File: src/rtl/mem_access_ctrl.sv
// Load/store controller between execute and a word-addressed data memory.
// Checks alignment and range, does read-modify-write for sub-word stores.
module mem_access_ctrl #(
    parameter logic [31:0] BASE_ADDR = 32'h10010000,
    parameter int          AW        = 8
) (
    input  logic          clk_i,
    input  logic          rst_ni,
    input  logic          req_valid_i,
    output logic          req_ready_o,
    input  logic [2:0]    req_op_i,
    input  logic [31:0]   req_addr_i,
    input  logic [31:0]   req_wdata_i,
    output logic          resp_valid_o,
    output logic          resp_err_o,
    output logic [31:0]   resp_rdata_o,
    output logic [AW-1:0] mem_addr_o,
    output logic          mem_we_o,
    output logic [31:0]   mem_wdata_o,
    input  logic [31:0]   mem_rdata_i
);

    localparam logic [2:0] OP_LW  = 3'b000;
    localparam logic [2:0] OP_LB  = 3'b001;
    localparam logic [2:0] OP_LBU = 3'b010;
    localparam logic [2:0] OP_LHU = 3'b011;
    localparam logic [2:0] OP_LH  = 3'b100;
    localparam logic [2:0] OP_SW  = 3'b101;
    localparam logic [2:0] OP_SB  = 3'b110;
    localparam logic [2:0] OP_SH  = 3'b111;

    typedef enum logic [1:0] {S_IDLE, S_READ, S_WRITE, S_RESP} state_e;

    state_e          state_q, state_d;
    logic [2:0]      op_q, op_d;
    logic [AW+1:0]   off_q, off_d;
    logic [31:0]     wdata_q, wdata_d;
    logic [31:0]     word_q, word_d;
    logic            resp_err_q, resp_err_d;
    logic [31:0]     resp_rdata_q, resp_rdata_d;

    logic [31:0]     req_off;
    logic            is_half, is_word, misalign, out_of_range;

    function automatic logic [31:0] fmt_load(input logic [2:0] op, input logic [1:0] lane,
                                             input logic [31:0] w);
        logic [7:0]  b;
        logic [15:0] h;
        b = w[{lane, 3'b000} +: 8];
        h = lane[1] ? w[31:16] : w[15:0];
        case (op)
            OP_LB:   fmt_load = {{24{b[7]}}, b};
            OP_LBU:  fmt_load = {24'h0, b};
            OP_LH:   fmt_load = {{16{h[15]}}, h};
            OP_LHU:  fmt_load = {16'h0, h};
            default: fmt_load = w;
        endcase
    endfunction

    function automatic logic [31:0] merge(input logic [2:0] op, input logic [1:0] lane,
                                          input logic [31:0] w, input logic [31:0] d);
        merge = w;
        if (op == OP_SB) begin
            merge[{lane, 3'b000} +: 8] = d[7:0];
        end else if (op == OP_SH) begin
            if (lane[1]) merge[31:16] = d[15:0];
            else         merge[15:0]  = d[15:0];
        end else begin
            merge = d;
        end
    endfunction

    // Offset is modulo 2^32, so addresses below BASE_ADDR land far out of range.
    assign req_off      = req_addr_i - BASE_ADDR;
    assign is_half      = (req_op_i == OP_LHU) || (req_op_i == OP_LH) || (req_op_i == OP_SH);
    assign is_word      = (req_op_i == OP_LW) || (req_op_i == OP_SW);
    assign misalign     = (is_half && req_off[0]) || (is_word && (req_off[1:0] != 2'b00));
    assign out_of_range = |(req_off >> (AW + 2));

    always_comb begin
        state_d      = state_q;
        op_d         = op_q;
        off_d        = off_q;
        wdata_d      = wdata_q;
        word_d       = word_q;
        resp_err_d   = 1'b0;
        resp_rdata_d = 32'h0;
        case (state_q)
            S_IDLE: begin
                if (req_valid_i) begin
                    op_d    = req_op_i;
                    off_d   = req_off[AW+1:0];
                    wdata_d = req_wdata_i;
                    if (misalign || out_of_range) begin
                        state_d    = S_RESP;
                        resp_err_d = 1'b1;
                    end else if (req_op_i == OP_SW) begin
                        state_d = S_WRITE;
                    end else begin
                        state_d = S_READ;
                    end
                end
            end
            S_READ: begin
                word_d = mem_rdata_i;
                if (op_q == OP_SB || op_q == OP_SH) begin
                    state_d = S_WRITE;
                end else begin
                    state_d      = S_RESP;
                    resp_rdata_d = fmt_load(op_q, off_q[1:0], mem_rdata_i);
                end
            end
            S_WRITE: state_d = S_RESP;
            default: state_d = S_IDLE;
        endcase
    end

    always_ff @(posedge clk_i or negedge rst_ni) begin
        if (!rst_ni) begin
            state_q      <= S_IDLE;
            op_q         <= OP_LW;
            off_q        <= '0;
            wdata_q      <= 32'h0;
            word_q       <= 32'h0;
            resp_err_q   <= 1'b0;
            resp_rdata_q <= 32'h0;
        end else begin
            state_q      <= state_d;
            op_q         <= op_d;
            off_q        <= off_d;
            wdata_q      <= wdata_d;
            word_q       <= word_d;
            resp_err_q   <= resp_err_d;
            resp_rdata_q <= resp_rdata_d;
        end
    end

    // Strobe decoded from state so an async reset in WRITE kills it immediately.
    assign req_ready_o  = (state_q == S_IDLE);
    assign resp_valid_o = (state_q == S_RESP);
    assign resp_err_o   = resp_err_q;
    assign resp_rdata_o = resp_rdata_q;
    assign mem_we_o     = (state_q == S_WRITE);
    assign mem_addr_o   = off_q[AW+1:2];
    assign mem_wdata_o  = mem_we_o ? merge(op_q, off_q[1:0], word_q, wdata_q) : 32'h0;

endmodule
File: config.mk
export PLATFORM = sky130hd
export DESIGN_NAME = mem_access_ctrl
export DESIGN_NICKNAME = d
export VERILOG_FILES = /design/src/rtl/mem_access_ctrl.sv
export SDC_FILE = /design/constraint.sdc
export NUM_CORES = 1
export LEC_CHECK = 0
export ABC_CLOCK_PERIOD_IN_PS = 3300
export CELL_PAD_IN_SITES_DETAIL_PLACEMENT = 1
export CELL_PAD_IN_SITES_GLOBAL_PLACEMENT = 2
export CORE_ASPECT_RATIO = 1.5
export CORE_MARGIN = 2
export CORE_UTILIZATION = 30
export CTS_CLUSTER_DIAMETER = 40
export DETAILED_ROUTE_END_ITERATION = 7
export PLACE_DENSITY_LB_ADDON = 0.1
export SETUP_SLACK_MARGIN = 0.02
export SYNTH_ARGS = -nofsm -noshare
export SYNTH_HDL_FRONTEND = slang
export SYNTH_SLANG_ARGS = --single-unit
File: constraint.sdc
create_clock -name clk_i -period 3.3 [get_ports clk_i]
set_input_delay 0.495 -clock clk_i [delete_from_list [all_inputs] [get_ports clk_i]]
set_output_delay 0.495 -clock clk_i [all_outputs]
set_load 0.05 [all_outputs]
# Yosys cells after proc, flatten, opt, wreduce, memory -nomap -nowiden
# Index checks and enable logic that the tools add are counted.
# totals
register_bits,112
input_bits,102
out_inout_bits,76
word_cells,57
# op_classes
addsub,2
eq_ne,14
n_shift,3
mux,18
reduce_logical,13
# op_table
operator,count
two-way mux 32 bit,5
one-hot mux 32 bit (4 select lines),1
two-way mux 16 bit,3
bitwise mux 32 bit,1
variable shift 8 x 7 -> 32 bit (first input constant),1
variable part select 32 x 6 -> 8 bit,1
variable part select 8 x 7 -> 32 bit,1
subtractor 32 x 29 -> 32 bit (second input constant),1
OR reduction 22 bit,1
equality test 3 bit (second input constant),6
equality test 3 x 2 -> 1 bit (second input constant),3
negator 5 -> 7 bit,1
logical OR 1 bit,6
two-way mux 2 bit,3
one-hot mux 2 bit (3 select lines),1
equality test 2 bit (second input constant),2
two-way mux 1 bit,4
equality test 3 x 1 -> 1 bit (second input constant),1
logical NOT 3 bit,1
equality test 2 x 1 -> 1 bit (second input constant),1
logical AND 1 bit,2
logical NOT 2 bit,1
inequality test 2 bit (second input constant),1
AND reduction 2 bit,1
nonzero test 2 bit,1

# Depth between registers and ports, before layout
# Gate-level depths: netlist of run 1.
# depth
word_depth,9
ltp_mapped,10
mapped_depth_nobuf,7

# Least setup slack after synthesis of run 1
# Ideal clock, no wire load.
# synth_path
path_type,flip-flop to output port
from,reg off_q[1]
to,out mem_wdata_o[10]
arrival_ps,3124
required_ps,2805
setup_slack_ps,-319
path_stages_with_launch,9
path_buffers,2
cell_sequence,dfrtp_1 -> buf_6 -> clkbuf_1 -> inv_1 -> ha_1 -> nand2_1 -> nor3_1 -> a221oi_1 -> a211oi_1
# synth_via
elab_chain_cells,5
elab_cells_between_ends,8
classes_between,add/sub: 1; shift: 2; mux: 5
# synth_lines
item,line_no,source
"start, declared",36,"logic [AW+1:0] off_q, off_d;"
"start signal, assigned",122,off_q <= '0;
"start signal, assigned",130,off_q <= off_d;
negator 5 -> 7 bit,64,"merge[{lane, 3'b000} +: 8] = d[7:0];"
variable part select 8 x 7 -> 32 bit / variable shift 8 x 7 -> 32 bit (equally long branches),64,
bitwise mux 32 bit,64,
two-way mux 32 bit *,63,if (op == OP_SB) begin
two-way mux 32 bit *,145,"assign mem_wdata_o = mem_we_o ? merge(op_q, off_q[1:0], word_q, wdata_q) : 32'h0;"
"end, declared",19,"output logic [31:0] mem_wdata_o,"
# Mark *: on every way between the ends. The rest lies on a longest branch, timed or not.

# Worst setup path after layout of run 1
# layout_path
from,reg off_q[0]
to,out mem_wdata_o[28]
# layout_via
elab_chain_cells,5
elab_cells_between_ends,6
classes_between,add/sub: 1; shift: 2; mux: 3
# layout_lines
item,line_no
negator 5 -> 7 bit *,64
variable part select 8 x 7 -> 32 bit / variable shift 8 x 7 -> 32 bit (equally long branches),64
bitwise mux 32 bit *,64
two-way mux 32 bit *,63
two-way mux 32 bit *,145
# Marks and branches as above.

==> results by stage, run 1 <==
Timing:
- The clock skew is 7.75 ps.
- The count of final max-slew check failures is 0.
- The final critical-path required period is 3100 ps.
- Setup repair after global routing left no endpoint under its margin.
- Derived from the worst setup path, the maximum achievable clock frequency is 323 MHz.
- The total count of hold-check failures in the final report was 0.
- The slew of the pin with the lowest slew margin is 933 ps.
- The total setup violations reported at the end of the flow is 0.
- The portion of the clock cycle consumed by the worst path in the final layout is 0.940.
- Adding up every negative setup slack in the final design gives 0 ps.
- Measured against its own limit, the worst slew margin works out to 0.375.

Synth:
- The largest area contributor in the synthesized netlist is dfrtp_1.
- After synthesis, the largest family of logic cells by area is multiplexers.
- The share of the synthesized area in the top cell type is 0.470.
- The mean cell area of the mapped netlist is 11.0 sq um.
- For this run, the number of Yosys warnings is 0.
- Synthesis instantiated 48 different standard cells from the library.
- Of the total synthesized cell area, the portion taken by full adders, half adders and majority gates is 0.0189.
- Among all flip-flop cells after synthesis, the most frequent one is dfrtp_1.
- The post-synthesis compound-gate area fraction is 0.155.
- The number of nets handed over by synthesis was 655.
- After synthesis, the share of cell area in mux cells is 0.213.
- The simple-gate area share of the yosys netlist is 0.0906.
- Yosys attributes the largest share of cell area to dfrtp_1 47%, mux2_2 15%, mux2i_1 5.9%.
- The mapped netlist covers 5970 sq um.
- Of the total synthesized cell area, the portion taken by XOR and XNOR cells is 0.00147.
- The fraction of synthesis flops using an asynchronous set or reset pin is 1.00.
- The portion of the post-synthesis area used by sequential elements is 0.470.
- After technology mapping, the gate count stands at 544.
- After synthesis the netlist holds a flip-flop and latch count of 112.
- The number of enable-type register cells in the synthesized netlist is 0.

Placement:
- The detailed-placement wirelength estimate is 15700 microns.
- Routability-driven placement finished with a final weighted congestion of 0.851.
- In this run the cell area measured after placement is 8450 sq um.
- The count of buffers added on input and output ports is 177.

Power:
- VDD sags by at most 0.483 mV.
- In this run the static leakage power is 0.00364 uW.
- For this design the ratio of total power to cell area is 1120 nW/um^2.

CTS:
- The number of buffers inserted during clock tree synthesis is 9.
- At the later pin of the worst-skew pair, clock insertion delay measures 360 ps.
- The clock sink count is 112.
- The number of H-tree levels is 3.
- The tree is rooted in a clkbuf_16.
- The clock passes through at most 2 buffers.
- The clock tree from TritonCTS is built.
- After clock tree synthesis, the clock-pin slew on the worst setup and hold paths is 80 ps.

Setup path:
- Traced cell by cell, the critical path runs through inv_1 -> ha_1 -> nor4bb_1 -> buf_4 -> a221oi_1 -> a211oi_1 -> a21oi_1 -> nor2_2 -> buf_12.
- On the critical path, the stage with the largest delay is an instance of dfrtp_1.
- Data on the critical path arrives at its endpoint at 2610 ps.
- The data required time of the critical path is 2800 ps.
- The start-to-end type of the worst setup path is flop to primary output.
- The critical-path maximum fanout is 8.
- The startpoint type of the worst setup path is a flop.
- The delay contributed by the slowest stage of the critical path is 380 ps.
- The endpoint class of the critical path is a primary output.

Run status:
- The flow ran to the end, and the final reports show no timing, DRC or antenna violations.

Route:
- The violation count after the first detailed-routing iteration is 153.
- For this run, the detailed router's first-pass iteration total came to 6.
- In the routed layout, each cell is associated on average with a via count of 5.22.
- Dividing the detail-routed wire length by the instance count gives 20.6 microns.
- The routed wire length is 20000 microns.
- The remaining antenna violation count is 0.
- In the routed design, unresolved DRC markers number 0.
- The routed layout has 5062 vias.

Floorplanning:
- The I/O pin count is 178.
- The full die area is 21100 sq um.
- The die span in y is 177 microns.
- The cell row count is 63.
- The floorplan step set the die width to 119 microns.
- In this run the standard cell core region covers 19600 sq um.
- The starting density of the core is 0.304.

Global route:
- Across every metal layer, demand over resource in global routing totals 0.198.
- The global-route congestion overflow total is 0.
- The maximum number of pins on one net before global-route repair is 51.
- The number of antenna violations at the first check in global routing is 0.
- The number of global-route vias before repair came to 5580.
- The wire length of the first global-routing pass is 32000 microns.

Final layout:
- At the end of the flow, the number of nets in the layout was 815.
- The antenna diode count is 0.
- The summed area of non-filler cells in the final layout is 8770 sq um.
- Compared with the post-synthesis result, the final layout area differs by 46.9%.
- The share of cells above drive strength 1 is 0.264.

Run:
- The tool flagged a number of max-cap violations equal to 0.

Min path:
- The classification of the worst-slack hold path is input pin to asynchronous set/reset pin.
power breakdown:
| part | switching [uW] | internal (uW) | total (uW) |
|---|---|---|---|
| logic | 3530 | 2530 | 6060 |
| registers | 604 | 2020 | 2620 |
| clock network | 567 | 539 | 1110 |
| total | 4710 | 5090 | 9790 |
stage by stage:
stage	hold slack (ps)	util	worst slack, ps	instances	total power (uW)
after floorplan	199	-	68.5	544	6430
after global placement	490	0.431	580	953	8570
after detailed placement	495	0.431	523	953	8730
after CTS	132	0.446	103	969	9890
after global routing	162	0.447	26.7	969	10400
final	123	0.447	199	969	9790
logic make-up (layout without fill, tap and decap cells):
group	after synthesis	after routing
adders and majority gates	9	9
muxes	116	116
AOI/OAI and AO/OA	119	119
xor gates and xnor gates	1	1
buffers and inverters	68	233
and+or+nand+nor	119	119
DFF	112	112
worst max-delay path: cells and delay by family (launching register included):
family | cells | cell delay, ps
buffers and inverters | 3 | 540
flip-flops | 1 | 380
AO/OA/AOI/OAI | 3 | 510
adder cells (fa/ha/maj) | 1 | 310
AND/OR/NAND/NOR | 2 | 500
routing by layer:
layer  track usage  wire length [microns]  vias up  part of all wire
met1         0.231                   7980     2550              0.40
met5             0                      0        -                 0
met2         0.360                  10600      147              0.53
li1              -                      -     2334                 -
met3        0.0309                    864       31             0.043
met4        0.0784                    530        0             0.027
cells in the final DEF (no fill, tap or decap), types with 2 or more instances in the layout:
cell and n:
nand2_1 12, mux2i_1 35, o22ai_1 5, buf_4 18, a211oi_1 7, o21ai_0 6, nand2_2 2, a211oi_2 16
nor3_2 5, nor2_2 4, a211o_1 4, a31oi_1 9, inv_1 20, ha_1 9, clkdlybuf4s50_1 144, clkinvlp_4 2
clkbuf_16 9, nor2_1 72, nand4_1 2, nor2b_1 2, a22oi_1 2, a21oi_1 10, dfrtp_1 111, inv_8 3
nor4b_1 2, nor3_1 4, and2_1 2, a221oi_1 32, a2111oi_0 8, a21oi_2 4, o221a_1 8, buf_12 34
nor4_1 3, mux2_2 80
worst paths after layout:
path / slack (ps) / cells past startpoint / endpoint / startpoint
min in group clk_i: 510 / 1 / wdata_q[18]$_DFFE_PN0P_ / wdata_q[18]$_DFFE_PN0P_
max in group asynchronous: 2440 / 2 / wdata_q[23]$_DFFE_PN0P_ / rst_ni
min: 120 / 1 / word_q[1]$_DFFE_PN0P_ / rst_ni
max: 200 / 9 / mem_wdata_o[28] / off_q[0]$_DFFE_PN0P_
max reg2reg: 660 / 6 / resp_rdata_o[19]$_DFF_PN0_ / off_q[1]$_DFFE_PN0P_
min reg2reg: 510 / 1 / wdata_q[18]$_DFFE_PN0P_ / wdata_q[18]$_DFFE_PN0P_
Yosys cell counts, types with 9 or more instances:
cell type  count
nor2_1        76
nand2_1       14
clkbuf_1      28
mux2_2        80
a211oi_1      23
a31oi_1        9
nor3_1         9
inv_1         20
mux2i_1       35
a21oi_1       14
dfrtp_1      112
a221oi_1      32
ha_1           9
state kept, by name, indices dropped and copies added, names as in the netlist:
register and cells:
state_q 2, resp_rdata_o 32, wdata_q 32, resp_err_o 1, off_q 10, op_q 3, word_q 32
what timing repair did:
action / 4_1_cts / 5_1_grt
gates resized for setup: 0 / 5
hold buffers: 0 / 0
setup buffers: 0 / 0
endpoints found under the setup margin: 0 / 5
layout make-up:
type	count	area [sq um]
Multi-Input combinational cell	364	3000
Fill cell	2079	10900
Clock buffer	9	225
Inverter	21	78.8
Sequential cell	112	2800
Clock inverter	7	73.8
Tap cell	260	325
Timing Repair Buffer	196	2260
(Power assumes the default switching activity.)
==> run 2, diff against run 1 <==
- ABC_CLOCK_PERIOD_IN_PS: 3300 -> 2500
- CORE_UTILIZATION: 30 -> 27
- clock period: 3.3 -> 2.5 ns (I/O delays scaled with it)
==> results by stage, run 2 (synthesis gave the netlist of run 1 again) <==
Run status:
- Run status: complete, but fails checks (was finished, final reports clean).
- The checks that failed: setup timing.

Placement:
- The detailed-placement wirelength estimate is 16000 microns (was 15700 microns).
- The count of buffers inserted at the top-level ports is 177 (unchanged).
- The last weighted congestion value of the routability-driven placer is 0.834 (was 0.851).
- The minimum setup slack after placement is 77.7 ps (was 523 ps).

CTS:
- The number of buffers inserted during clock tree synthesis is 9 (unchanged).
- The cell at the root of the clock tree was clkbuf_16 (unchanged).
- The clock sink count was 112 (unchanged).
- The maximum root-to-sink buffer count is 2 (unchanged).
- The clock insertion delay at the later pin of the skew report is 360 ps (about the same).
- The CTS clock-pin slew for the worst setup and hold paths is 80 ps (about the same).
- The number of H-tree levels is 3 (unchanged).
- The clock tree from TritonCTS is built (unchanged).

Setup path:
- The last element of the critical path is mem_wdata_o[2] (was mem_wdata_o[28]).
- The startpoint type of the worst setup path is a flop (unchanged).
- The worst reg2reg path depth was 6 (unchanged).
- The endpoint class of the critical path is a primary output (unchanged).
- The start-to-end type of the worst setup path is flop to primary output (unchanged).
- The capture instance of the worst register-to-register path is resp_rdata_o[27]$_DFF_PN0_ (was resp_rdata_o[19]$_DFF_PN0_).
- The arrival time of data at the critical path endpoint is 2290 ps (was 2610 ps).
- The critical-path maximum fanout was 8 (unchanged).
- The data required time of the critical path is 2120 ps (was 2800 ps).
- The slack of the worst reg-to-reg path is 280 ps (was 660 ps).
- The startpoint of the most critical register-to-register path is off_q[1]$_DFFE_PN0P_ (unchanged).
- The launching element of the worst setup path is off_q[1]$_DFFE_PN0P_ (was off_q[0]$_DFFE_PN0P_).

Timing:
- The maximum clock frequency is 376 MHz.
- The slew of the pin with the lowest slew margin was 1030 ps (was 933 ps).
- The total count of hold-check failures in the final report is 0 (unchanged).
- The clock skew is 7.88 ps (was 7.75 ps).
- The setup slack of the critical path after layout is -161 ps (was 199 ps).
- The final sum of negative setup slack came to -2570 ps (was 0 ps).
- The count of final max-slew check failures came to 0 (unchanged).
- Of the available clock period, the critical path in the final layout requires 1.06.
- The worst slew margin relative to its limit came to 0.310 (was 0.375).
- The final critical-path required period is 2660 ps.
- The total setup violations reported at the end of the flow is 27 (was 0).
- Unrepaired setup endpoints after global routing: yes (was no).

Floorplanning:
- The starting density of the core is 0.275 (was 0.304).
- The die span in y came to 186 microns (was 177 microns).
- The full die area is 23300 sq um (was 21100 sq um).
- The I/O pin count is 178 (unchanged).
- The cell row count came to 66 (was 63).
- The width of the die is 125 microns (was 119 microns).
- The core area is 21700 sq um (was 19600 sq um).

Global route:
- The global-route congestion overflow total was 0 (unchanged).
- The global routing usage summed across all routing layers is 0.178 (was 0.198).
- The number of global-route vias before repair is 5552 (was 5580).
- The number of antenna violations at the first check in global routing is 0 (unchanged).
- The maximum number of pins on one net before global-route repair is 58 (was 51).
- The wire length of the first global-routing pass is 32200 microns (was 32000 microns).

Final layout:
- The antenna diode count was 0 (unchanged).
- The number of nets in the layout is 836 (was 815).
- The share of cells above drive strength 1 is 0.364 (was 0.264).
- The area added between synthesis and finish is 61.0% (was 46.9%).
- The total area of multi-input combinational cells is 3580 sq um (was 3000 sq um).
- The area taken by flip-flops and latches is 2800 sq um (unchanged).
- The layout filler cell count came to 2291 (was 2079).
- The leading cell type in the layout, fill and taps excluded is clkdlybuf4s50_1 (unchanged).
- Most frequent cells in the layout: 143 x clkdlybuf4s50_1, 111 x dfrtp_1, 80 x mux2_2 (was 144 x clkdlybuf4s50_1, 111 x dfrtp_1, 80 x mux2_2).

Run:
- The number of max-cap violations is 0 (unchanged).

Power:
- The total net switching power is 7000 uW (was 4710 uW).
- The proportion of power drawn by the clock network is 0.101 (was 0.113).
- The switching share of total power is 0.488 (was 0.481).
- The total power per unit cell area is 1490 nW/um^2 (was 1120 nW/um^2).
- The internal power came to 7350 uW (was 5090 uW).
- The static leakage power is 0.00387 uW (was 0.00364 uW).
- The sequential fraction of design power is 0.248 (was 0.268).
- The share of total power in combinational logic is 0.651 (was 0.619).
- The peak supply drop was 0.692 mV (was 0.483 mV).

Route:
- The remaining antenna violation count came to 0 (unchanged).
- The wire length on met1 is 8190 microns (was 7980 microns).
- The highest routed metal layer is met4 (unchanged).
- The ratio of routed vias to standard cells came to 5.05 (was 5.22).
- The routed wire length is 20700 microns (was 20000 microns).
- The average routed wire per standard cell is 20.7 microns (was 20.6 microns).
- The total DRC errors in the routed layout is 0 (unchanged).
- The via count is 5063 (was 5062).
- The violation count after the first detailed-routing iteration is 244 (was 153).
- The first-pass detailed-route iteration total came to 4 (was 6).
- The amount of wire on met3 after detailed routing is 836 microns (was 864 microns).
- The met2 wire length came to 11200 microns (was 10600 microns).

Min path:
- The classification of the worst-slack hold path is input pin to asynchronous set/reset pin (unchanged).
run 2: cell types whose count changed in the layout (fill, tap and decap cells not counted), sizes merged:
| cell | change |
|---|---|
| buf | +20 |
| clkdlybuf4s50 | -1 |
| clkinv | +1 |
| dlygate4sd2 | +1 |
| dlygate4sd3 | +1 |
| inv | -1 |
run 2: worst min path at each step:
stage            from                         to  slack, ps  depth (start not counted)
2_1_floorplan  rst_ni       off_q[0]$_DFFE_PN0P_         80                          0
3_3_place_gp   rst_ni  resp_rdata_o[7]$_DFF_PN0_        330                          1
3_5_place_dp   rst_ni  resp_rdata_o[7]$_DFF_PN0_        320                          1
4_1_cts        rst_ni  resp_rdata_o[7]$_DFF_PN0_        490                          2
5_1_grt        rst_ni  resp_rdata_o[7]$_DFF_PN0_        500                          2
6_report       rst_ni  resp_rdata_o[7]$_DFF_PN0_        470                          2
run 2: critical path: stages, from the launching register on:
cell and delay [ps]:
dfrtp_2 430, inv_2 100, ha_4 230, buf_6 130
nor4b_4 240, buf_6 210, a221oi_4 80, a211oi_4 320
buf_12 180
run 2: cell type report:
class                      count  area share
clock inverter                 7     0.00755
tap                          272      0.0354
clock buffer                   9      0.0234
multi-input combinational    364       0.373
sequential                   112       0.292
inverter                      21     0.00990
timing repair buffer         217       0.259
run 2: timing repair:
| item | 4_1_cts | 5_1_grt |
|---|---|---|
| gates resized for setup | 56 | 12 |
| setup endpoints to repair | 33 | 32 |
| cloned | 0 | 0 |
| hold endpoints to repair | 24 | 0 |
| pin swaps | 37 | 21 |
| hold buffers | 1 | 0 |
| setup buffers | 8 | 3 |
run 2: per-layer routing:
metal,vias to the layer above,global-route usage
li1,2361,-
met2,144,0.336
met4,0,0.0631
met5,-,0
met3,20,0.0290
met1,2538,0.203
run 2: metrics by stage:
step	hold slack, ps	total power (uW)	instance area [sq um]	std cells	utilization
2_1_floorplan	79.4	9110	6390	544	-
3_3_place_gp	327	12100	8840	974	0.407
3_5_place_dp	325	12300	8840	974	0.407
4_1_cts	486	14300	9490	999	0.437
5_1_grt	501	15200	9610	1002	0.442
6_report	471	14400	9610	1002	0.442
run 2: power by group through the flow:
stage                     sequential, uW  combinational (uW)  clock (uW)
final                               3560                9340        1450
after global routing                3700                9880        1590
after CTS                           3540                9260        1510
after detailed placement            3470                8810           0
after global placement              3440                8650           0
after floorplan                     3800                5310           0
